===== src/rtl/iterative_array_multiplier_pkg.sv =====
// Shared types and helpers for the iterative array multiplier.
package iterative_array_multiplier_pkg;

  typedef enum logic [1:0] {
    IDLE     = 2'd0,
    MULTIPLY = 2'd1,
    DONE     = 2'd2
  } mult_state_t;

  // Iteration counter width, never narrower than one bit.
  function automatic int cnt_width(input int iters);
    if (iters > 1) begin
      return $clog2(iters);
    end else begin
      return 1;
    end
  endfunction

endpackage


===== src/rtl/iterative_array_multiplier_stage.sv =====
// Combinational array-multiplier stage: adds PRODUCT_PER_STAGE partial-product rows
// of operand_a onto the running {carry, partial} accumulator.
module pipelined_array_multiplier_stage #(
  parameter int DATA_WIDTH        = 8,
  parameter int PRODUCT_PER_STAGE = 4
) (
  input  logic [DATA_WIDTH-1:0]        operand_a,
  input  logic [PRODUCT_PER_STAGE-1:0] operand_b,
  input  logic [DATA_WIDTH-2:0]        partial_in,
  input  logic                         carry_in,
  output logic [DATA_WIDTH-2:0]        partial_product,
  output logic                         carry,
  output logic [PRODUCT_PER_STAGE-1:0] result_bits
);

  localparam int SUM_W = DATA_WIDTH + PRODUCT_PER_STAGE;

  logic [SUM_W-1:0] sum_s;

  // Ripple the selected multiplicand rows into the accumulator; the sum always fits SUM_W bits.
  always_comb begin
    sum_s = {{PRODUCT_PER_STAGE{1'b0}}, carry_in, partial_in};
    for (int row = 0; row < PRODUCT_PER_STAGE; row++) begin
      sum_s = sum_s + (({{PRODUCT_PER_STAGE{1'b0}}, operand_a} & {SUM_W{operand_b[row]}}) << row);
    end
  end

  assign result_bits     = sum_s[PRODUCT_PER_STAGE-1:0];
  assign partial_product = sum_s[SUM_W-2:PRODUCT_PER_STAGE];
  assign carry           = sum_s[SUM_W-1];

endmodule


===== src/rtl/iterative_array_multiplier.sv =====
// Iterative unsigned multiplier reusing one array stage for DATA_WIDTH/PRODUCT_PER_STAGE cycles.
// Optional feature: ITERATIVE_ARRAY_MULTIPLIER_ZERO_SKIP_EN finishes zero-operand products at once.
module iterative_array_multiplier
  import iterative_array_multiplier_pkg::*;
#(
  parameter int DATA_WIDTH        = 8,
  parameter int PRODUCT_PER_STAGE = 4
) (
  input  logic                    clk_i,
  input  logic                    rst_n_i,
  input  logic [DATA_WIDTH-1:0]   operand_A_i,
  input  logic [DATA_WIDTH-1:0]   operand_B_i,
  input  logic                    valid_i,
  output logic                    ready_o,
  output logic [2*DATA_WIDTH-1:0] product_o,
  output logic                    valid_o,
  input  logic                    ready_i,
  output logic                    busy_o
);

  localparam int ITERATIONS = DATA_WIDTH / PRODUCT_PER_STAGE;
  localparam int CNT_W      = cnt_width(ITERATIONS);
  localparam logic [CNT_W-1:0] LAST_ITER = CNT_W'(ITERATIONS - 1);

  mult_state_t                  state_r;
  mult_state_t                  state_nxt_s;
  logic [DATA_WIDTH-1:0]        a_r;
  logic [DATA_WIDTH-1:0]        b_r;
  logic [DATA_WIDTH-2:0]        partial_r;
  logic                         carry_r;
  logic [DATA_WIDTH-1:0]        low_r;
  logic [CNT_W-1:0]             cnt_r;
  logic                         accept_s;
  logic                         zero_s;
  logic [DATA_WIDTH-2:0]        stage_partial_s;
  logic                         stage_carry_s;
  logic [PRODUCT_PER_STAGE-1:0] stage_bits_s;
  logic [DATA_WIDTH-1:0]        low_nxt_s;

  assign accept_s = valid_i & ready_o;

`ifdef ITERATIVE_ARRAY_MULTIPLIER_ZERO_SKIP_EN
  assign zero_s = (operand_A_i == {DATA_WIDTH{1'b0}}) | (operand_B_i == {DATA_WIDTH{1'b0}});
`else
  assign zero_s = 1'b0;
`endif

  pipelined_array_multiplier_stage #(
    .DATA_WIDTH       (DATA_WIDTH),
    .PRODUCT_PER_STAGE(PRODUCT_PER_STAGE)
  ) u_stage (
    .operand_a      (a_r),
    .operand_b      (b_r[PRODUCT_PER_STAGE-1:0]),
    .partial_in     (partial_r),
    .carry_in       (carry_r),
    .partial_product(stage_partial_s),
    .carry          (stage_carry_s),
    .result_bits    (stage_bits_s)
  );

  // Finished low-order bits enter at the top and migrate down one stage width per iteration.
  generate
    if (PRODUCT_PER_STAGE == DATA_WIDTH) begin : g_single_iter
      assign low_nxt_s = stage_bits_s;
    end else begin : g_multi_iter
      assign low_nxt_s = {stage_bits_s, low_r[DATA_WIDTH-1:PRODUCT_PER_STAGE]};
    end
  endgenerate

  // State register.
  always_ff @(posedge clk_i or negedge rst_n_i) begin
    if (!rst_n_i) begin
      state_r <= IDLE;
    end else begin
      state_r <= state_nxt_s;
    end
  end

  // Next-state decode; a zero operand may bypass the iterations entirely.
  always_comb begin
    state_nxt_s = state_r;
    case (state_r)
      IDLE: begin
        if (accept_s) begin
          state_nxt_s = zero_s ? DONE : MULTIPLY;
        end else begin
          state_nxt_s = IDLE;
        end
      end
      MULTIPLY: begin
        if (cnt_r == LAST_ITER) begin
          state_nxt_s = DONE;
        end else begin
          state_nxt_s = MULTIPLY;
        end
      end
      DONE: begin
        if (accept_s) begin
          state_nxt_s = zero_s ? DONE : MULTIPLY;
        end else if (ready_i) begin
          state_nxt_s = IDLE;
        end else begin
          state_nxt_s = DONE;
        end
      end
      default: state_nxt_s = IDLE;
    endcase
  end

  // Output decode from the registered state; in DONE the next operands ride on the consumer's ready.
  always_comb begin
    ready_o = 1'b0;
    valid_o = 1'b0;
    busy_o  = 1'b0;
    case (state_r)
      IDLE:     ready_o = 1'b1;
      MULTIPLY: busy_o  = 1'b1;
      DONE: begin
        valid_o = 1'b1;
        ready_o = ready_i;
      end
      default: ready_o = 1'b0;
    endcase
  end

  // Operand, accumulator and iteration registers.
  always_ff @(posedge clk_i or negedge rst_n_i) begin
    if (!rst_n_i) begin
      a_r       <= {DATA_WIDTH{1'b0}};
      b_r       <= {DATA_WIDTH{1'b0}};
      partial_r <= {(DATA_WIDTH-1){1'b0}};
      carry_r   <= 1'b0;
      low_r     <= {DATA_WIDTH{1'b0}};
      cnt_r     <= {CNT_W{1'b0}};
    end else if (accept_s) begin
      a_r       <= zero_s ? {DATA_WIDTH{1'b0}} : operand_A_i;
      b_r       <= zero_s ? {DATA_WIDTH{1'b0}} : operand_B_i;
      partial_r <= {(DATA_WIDTH-1){1'b0}};
      carry_r   <= 1'b0;
      low_r     <= {DATA_WIDTH{1'b0}};
      cnt_r     <= {CNT_W{1'b0}};
    end else if (state_r == MULTIPLY) begin
      partial_r <= stage_partial_s;
      carry_r   <= stage_carry_s;
      low_r     <= low_nxt_s;
      b_r       <= b_r >> PRODUCT_PER_STAGE;
      cnt_r     <= cnt_r + CNT_W'(1);
    end
  end

  assign product_o = {carry_r, partial_r, low_r};

endmodule

===== config.mk =====
export PLATFORM = sky130hd
export DESIGN_NAME = iterative_array_multiplier
export DESIGN_NICKNAME = d
export VERILOG_FILES = /design/src/rtl/iterative_array_multiplier_pkg.sv /design/src/rtl/iterative_array_multiplier_stage.sv /design/src/rtl/iterative_array_multiplier.sv
export SDC_FILE = /design/constraint.sdc
export NUM_CORES = 1
export LEC_CHECK = 0
export BUFFER_PORTS_ARGS = -buffer_cell sky130_fd_sc_hd__buf_2
export CORE_UTILIZATION = 35
export CTS_CLUSTER_DIAMETER = 200
export CTS_CLUSTER_SIZE = 25
export DETAILED_ROUTE_END_ITERATION = 12
export RECOVER_POWER = 50
export SKIP_CTS_REPAIR_TIMING = 1
export SLEW_MARGIN = 25
export SYNTH_ARGS = -nofsm -noshare
export SYNTH_HDL_FRONTEND = slang
export SYNTH_SLANG_ARGS = --single-unit

===== constraint.sdc =====
create_clock -name clk_i -period 4.6 [get_ports clk_i]
set_input_delay 0.46 -clock clk_i [delete_from_list [all_inputs] [get_ports clk_i]]
set_output_delay 0.46 -clock clk_i [all_outputs]
set_load 0.01 [all_outputs]

==> results.sh, run 1 <==
export IMPL_initial_core_util=0.3648
export IMPL_post_route_min_period_ps=4059
export IMPL_grt_pass1_wl_um=8597
export IMPL_buffers_from_clock_root_to_sink_at_most=2
export IMPL_clock_skew_final_ps=3.934
export IMPL_routed_via_density=4.762
export IMPL_worst_setup_slack_after_layout_ps=541.3
export IMPL_num_io_pins=39
export IMPL_place_detailed_instances=387
export IMPL_post_place_ws_ps=630.0
export IMPL_cell_breakdown_of_the_critical_path="and2_1, fa_1, fa_1, inv_1, fa_1, inv_1, ha_1, fa_1, a211oi_1, o211ai_1, and3_1, o31ai_2"
export IMPL_synth_fp_nets=317
export IMPL_syn_instance_count=260
export IMPL_finalSetupViolCount=0
export IMPL_dr_pass1_iters=6
export IMPL_wl_per_cell_um=13.34
export IMPL_p_leak_uw=0.001527
export IMPL_p_per_area_nw_per_um2=709.3
export IMPL_clock_sinks=35
export IMPL_rsz0062_at_grt="false"
export IMPL_remaining_antenna_violation_count_after_routing=0
export IMPL_storage_element_area_um2=875.8
export IMPL_yosys_cell_types_count=40
export IMPL_async_sr_flop_fraction=1.000
export IMPL_worst_ir_drop_vdd_mv=0.3144
export IMPL_synth_edf_count=0
export IMPL_ff2ff_setup_slack_ps=540
export IMPL_crit_path_max_incr_delay_ps=540
export IMPL_post_synth_instance_area_um2=2506
export IMPL_share_of_final_layout_standard_cells_stronger_than_drive_strength_1=0.1538
export IMPL_drt_wl_total_um=5269
export IMPL_fin_area_um2=2848
export IMPL_first_global_vias=1806
export IMPL_hold_violations=0
export IMPL_worst_setup_hold_path_clk_slew_ps=70
export IMPL_fin_crit_sh=0.8823
export IMPL_critical_path_top_cell_by_count="fa_1"
export IMPL_synth_area_leaders="dfrtp_1, fa_1, ha_1, nand2_1, inv_1"
export IMPL_placement_cell_area_um2=2775
export IMPL_hold_path_class="input pin to flip-flop"
export IMPL_syn_avg_cell_area_um2=9.639
export IMPL_combPwrFrac=0.606
export IMPL_routed_via_count=1881
export IMPL_fp_row_count=30
export IMPL_timing_worst_setup_path_type="flip-flop to flip-flop"
export IMPL_clock_share_of_power=0.108
export IMPL_fmax_ghz=0.2464
export IMPL_htree_levels=2
export IMPL_design_core_area_um2=6869
export IMPL_grt_max_degree=36
export IMPL_critPathLaunchType="flip-flop"
export IMPL_seq_total_area_yosys=0.3495
export IMPL_gpl_final_weighted_congestion=0.8187
export IMPL_synth_top_area_frac=0.3495
export IMPL_maxCapViolCount=1
export IMPL_drt_drc_violations_left=0
export IMPL_pwr_share_seq=0.285
export IMPL_final_nets=355
export IMPL_slew_margin_rel=-0.2314
export IMPL_yosys_warnings=0
export IMPL_place_hpwl_um=4038
export IMPL_layout_cells_most_common_list="nand2_1, inv_1, dfrtp_1"
export IMPL_clk_latency_ps=290
export IMPL_library_cell_contributing_the_largest_single_delay_on_the_critical_path="fa_1"
export IMPL_multi_input_area_um2=1413
export IMPL_net_switching_power_uw=980.4
export IMPL_synth_top_flop_cell="dfrtp_1"
export IMPL_final_setup_tns_ps=0
export IMPL_violations="capacitance limit, slew limit"
export IMPL_slew_viol_final=36
export IMPL_endpoint_kind="flip-flop"
export IMPL_required_time_at_the_worst_slack_endpoint_ps=4800
export IMPL_n_antenna_cell=0
export IMPL_globalRouteTotalUtil=0.1526
export IMPL_internal_power_uw=1039
export IMPL_cp_num_buf_inv=2
export IMPL_fin_hold_ws_ps=358.8
export IMPL_most_frequent_standard_cell_in_the_layout_excluding_fill_and_tap_cells="nand2_1"
export IMPL_antenna_found_initial=0
export IMPL_sum_of_overflow_across_all_layers_after_global_routing=0
export IMPL_tritoncts_num_buffers=5
export IMPL_initialDrtViolationCount=93
export IMPL_cp_top_family="adder cells"
export IMPL_cp_data_arrival_time_ps=4260
export IMPL_worst_slew_pin_slew_ps=1847
export IMPL_cts_root_buf="clkbuf_8"
export IMPL_portbufs=38
export IMPL_clock_tree_from_tritoncts="built"
export IMPL_worstPathMaxFanout=9
export IMPL_switching_share=0.4854
export IMPL_outcome="complete, but fails checks"
export IMPL_layoutNonFillerInstCount=395
export IMPL_synth_seq_cells=35
export IMPL_die_w_um=86.62
export IMPL_netlist_top_cell_by_area="dfrtp_1"
export IMPL_die_area_um2=7503
export IMPL_num_fill_cells=716
export IMPL_chipHeight_um=86.62
export IMPL_syn_to_final_growth_pct=13.63
cells in the mapped netlist (2+ instances only):
library cell,instances
nand2_1,48
inv_1,44
dfrtp_1,35
fa_1,21
and2_1,20
ha_1,16
a22o_1,11
a21oi_1,6
nand3_1,6
o21ai_1,6
a222oi_1,4
buf_2,3
inv_2,3
nor2_1,3
o211ai_1,3
xnor2_1,3
a211oi_1,2
a21o_1,2
and3_1,2
o21ai_0,2
flip-flops by register name, indices dropped and copies added, names as in the netlist:
| name | flops |
|---|---|
| cnt_r | 1 |
| b_r | 8 |
| carry_r | 1 |
| partial_r | 7 |
| low_r | 8 |
| a_r | 8 |
| state_r | 2 |
kinds of logic (layout without fill, tap and decap cells):
logic type                 after synthesis  count (layout)  synth area share
AOI/OAI and AO/OA                       47              47            0.1493
xor gates and xnor gates                 3               3           0.01049
adders and majority gates               37              37            0.2476
buffers and inverters                   54              93           0.08687
DFF                                     35              35            0.3495
and+or+nand+nor                         84              84            0.1563
layer usage:
| metal | track usage | vias up | routed length [µm] |
|---|---|---|---|
| met4 | 0.05455 | 0 | 82 |
| met3 | 0.02857 | 6 | 146 |
| met5 | 0 | - | 0 |
| met2 | 0.2540 | 35 | 2549 |
| met1 | 0.1994 | 920 | 2490 |
| li1 | - | 920 | - |
layout make-up:
cell class,instances,area share
Sequential cell,35,0.3076
Tap cell,96,0.04218
Timing Repair Buffer,38,0.06239
Inverter,47,0.06195
Clock inverter,2,0.004394
Multi-Input combinational cell,171,0.4960
Clock buffer,6,0.02548
final timing paths:
check	end	start	cells after the start
min in group asynchronous	partial_r[2]	rst_n_i	1
hold / removal	b_r[7]	operand_B_i[7]	3
setup / recovery	carry_r	b_r[0]	12
hold reg to reg	low_r[1]	low_r[1]	1
max in group asynchronous	partial_r[5]	rst_n_i	1
setup reg to reg	carry_r	b_r[0]	12
power groups by stage:
| stage | registers [µW] | clock network, µW | logic, µW |
|---|---|---|---|
| global route | 596 | 238 | 1410 |
| global placement | 575 | 0 | 1240 |
| floorplan | 556 | 0 | 946 |
| CTS | 574 | 225 | 1270 |
| finish | 576 | 219 | 1220 |
| detailed placement | 580 | 0 | 1260 |
worst reg2reg max path: cells and delay by family, from the launching register on:
family | cells | cell delay (ps)
compound gates | 3 | 770
simple gates | 2 | 420
fa+ha+maj | 5 | 2210
buf+inv | 2 | 90
flops | 1 | 470
stage by stage:
stage / util / total power, µW
floorplan: - / 1503
global placement: 0.4040 / 1813
detailed placement: 0.4040 / 1837
CTS: 0.4164 / 2068
global route: 0.4146 / 2241
finish: 0.4146 / 2020
No activity file was read; power rests on OpenSTA's default activity.
==> run 2: changes to the inputs <==
--- a/config.mk
+++ b/config.mk
@@ -6,6 +6,7 @@
 export NUM_CORES = 1
 export LEC_CHECK = 0
 export BUFFER_PORTS_ARGS = -buffer_cell sky130_fd_sc_hd__buf_2
+export CORE_ASPECT_RATIO = 1.2
 export CORE_UTILIZATION = 35
 export CTS_CLUSTER_DIAMETER = 200
 export CTS_CLUSTER_SIZE = 25
==> run 2 against run 1 <==
Compared with the run above: the run still ends with capacitance limit, slew limit left; power rose by 0.23%; first-iteration DRC count decreased by 28%; final cell count down 2.3%; worst setup slack better by 45 ps; combinational power about the same; clock skew grew 3.6 ps; critical path depth unchanged; die area is essentially flat; non-clock buffer count is the same; critical path type unchanged.
==> results.sh, run 2 (synthesis gave the netlist of run 1 again) <==
export IMPL_gpl_final_weighted_congestion=0.8400
export IMPL_initialDrtViolationCount=67
export IMPL_die_area_um2=7504
export IMPL_clk_latency_ps=290
export IMPL_drt_wl_total_um=5333
export IMPL_portbufs=38
export IMPL_buffers_from_clock_root_to_sink_at_most=2
export IMPL_drt_drc_violations_left=0
export IMPL_placement_cell_area_um2=2764
export IMPL_combPwrFrac=0.603
export IMPL_grt_pass1_wl_um=8694
export IMPL_chipHeight_um=94.70
export IMPL_slew_margin_rel=-0.2422
export IMPL_hold_violations=0
export IMPL_switching_share=0.4846
export IMPL_place_detailed_instances=378
export IMPL_fp_row_count=33
export IMPL_internal_power_uw=1043
export IMPL_die_w_um=79.25
export IMPL_net_switching_power_uw=981.0
export IMPL_met2_wirelength_um=2769
export IMPL_htree_levels=2
export IMPL_slew_viol_final=36
export IMPL_cts_root_buf="clkbuf_8"
export IMPL_wl_per_cell_um=13.82
export IMPL_timing_worst_setup_path_type="flip-flop to flip-flop"
export IMPL_critPathLaunchType="flip-flop"
export IMPL_fin_area_um2=2836
export IMPL_most_frequent_standard_cell_in_the_layout_excluding_fill_and_tap_cells="nand2_1"
export IMPL_p_per_area_nw_per_um2=713.7
export IMPL_clock_share_of_power=0.113
export IMPL_globalRouteTotalUtil=0.1521
export IMPL_finalSetupViolCount=0
export IMPL_cp_data_arrival_time_ps=4220
export IMPL_place_hpwl_um=4135
export IMPL_tritoncts_num_buffers=5
export IMPL_multi_input_area_um2=1413
export IMPL_hold_path_class="input pin to flip-flop"
export IMPL_endpoint_kind="flip-flop"
export IMPL_antenna_found_initial=0
export IMPL_sum_of_overflow_across_all_layers_after_global_routing=0
export IMPL_n_antenna_cell=0
export IMPL_p_leak_uw=0.001527
export IMPL_num_fill_cells=691
export IMPL_clock_skew_final_ps=7.484
export IMPL_post_route_min_period_ps=4013
export IMPL_fmax_ghz=0.2492
export IMPL_pwr_share_seq=0.284
export IMPL_grt_max_degree=36
export IMPL_fin_crit_sh=0.8724
export IMPL_storage_element_area_um2=875.8
export IMPL_met3_wirelength_um=159
export IMPL_clock_sinks=35
export IMPL_design_core_area_um2=6895
export IMPL_required_time_at_the_worst_slack_endpoint_ps=4800
export IMPL_worst_slew_pin_slew_ps=1863
export IMPL_layoutNonFillerInstCount=386
export IMPL_worst_ir_drop_vdd_mv=0.2925
export IMPL_dr_pass1_iters=7
export IMPL_worstPathMaxFanout=9
export IMPL_num_io_pins=39
export IMPL_share_of_final_layout_standard_cells_stronger_than_drive_strength_1=0.1538
export IMPL_highest_routed_layer="met4"
export IMPL_first_global_vias=1864
export IMPL_syn_to_final_growth_pct=13.18
export IMPL_clock_tree_from_tritoncts="built"
export IMPL_maxCapViolCount=1
export IMPL_wl_met1_um=2304
export IMPL_rsz0062_at_grt="false"
export IMPL_routed_via_count=1911
export IMPL_initial_core_util=0.3635
export IMPL_outcome="complete, but fails checks"
export IMPL_worst_setup_hold_path_clk_slew_ps=80
export IMPL_layout_cells_most_common_list="nand2_1, inv_1, dfrtp_1"
export IMPL_final_setup_tns_ps=0
export IMPL_final_nets=355
export IMPL_routed_via_density=4.951
export IMPL_remaining_antenna_violation_count_after_routing=0
export IMPL_registers_with_the_highest_flip_flop_counts="a_r (8), b_r (8), low_r (8)"
export IMPL_violations="capacitance limit, slew limit"
-- run 2: cell counts in the layout (fill, tap and decap cells not counted) --
Identical to the previous run, type by type.
-- run 2: power groups by stage --
stage,Sequential [µW],Clock [µW],Combinational [µW]
floorplan,556,0,946
global placement,573,0,1240
detailed placement,582,0,1250
CTS,575,232,1260
global route,597,242,1410
finish,575,229,1220
-- run 2: path summary, 6_finish.rpt --
path / from / end / slack [ps] / cells past startpoint
worst max-delay path: b_r[0] / carry_r / 590 / 12
worst min-delay path: operand_B_i[7] / b_r[7] / 350 / 3
worst max register to register: b_r[0] / carry_r / 590 / 12
worst min register to register: low_r[1] / low_r[1] / 500 / 1
max in group asynchronous: rst_n_i / a_r[1] / 2860 / 1
min in group asynchronous: rst_n_i / cnt_r / 660 / 1
-- run 2: worst max-delay path, stage by stage (launching register included) --
cell and delay (ps):
dfrtp_1 470, and2_1 200, fa_1 510, fa_1 540
inv_1 50, fa_1 500, inv_1 40, ha_1 240
fa_1 440, a211oi_1 350, o211ai_1 170, and3_1 220
o31ai_2 200
-- run 2: metrics by stage --
step	setup slack (ps)	power [µW]	util	hold slack, ps
2_1_floorplan	824.6	1503	-	164.4
3_3_place_gp	714.8	1811	0.4008	478.8
3_5_place_dp	617.2	1829	0.4008	483.9
4_1_cts	588.1	2065	0.4132	278.7
5_1_grt	426.8	2245	0.4114	355.0
6_report	586.7	2024	0.4114	351.9
-- run 2: per-layer routing --
| layer | GRT usage | vias to the layer above |
|---|---|---|
| met5 | 0 | - |
| met4 | 0.06061 | 0 |
| met3 | 0.02512 | 7 |
| met2 | 0.2601 | 39 |
| met1 | 0.1906 | 941 |
| li1 | - | 924 |
-- run 2: final cells by class --
class / count / area share
clock buffers: 6 / 0.02558
repair buffers: 38 / 0.06264
inverters: 47 / 0.06220
flip-flops and latches: 35 / 0.3088
multi-input cells: 171 / 0.4980
clock inverters: 2 / 0.004411
well taps: 87 / 0.03838
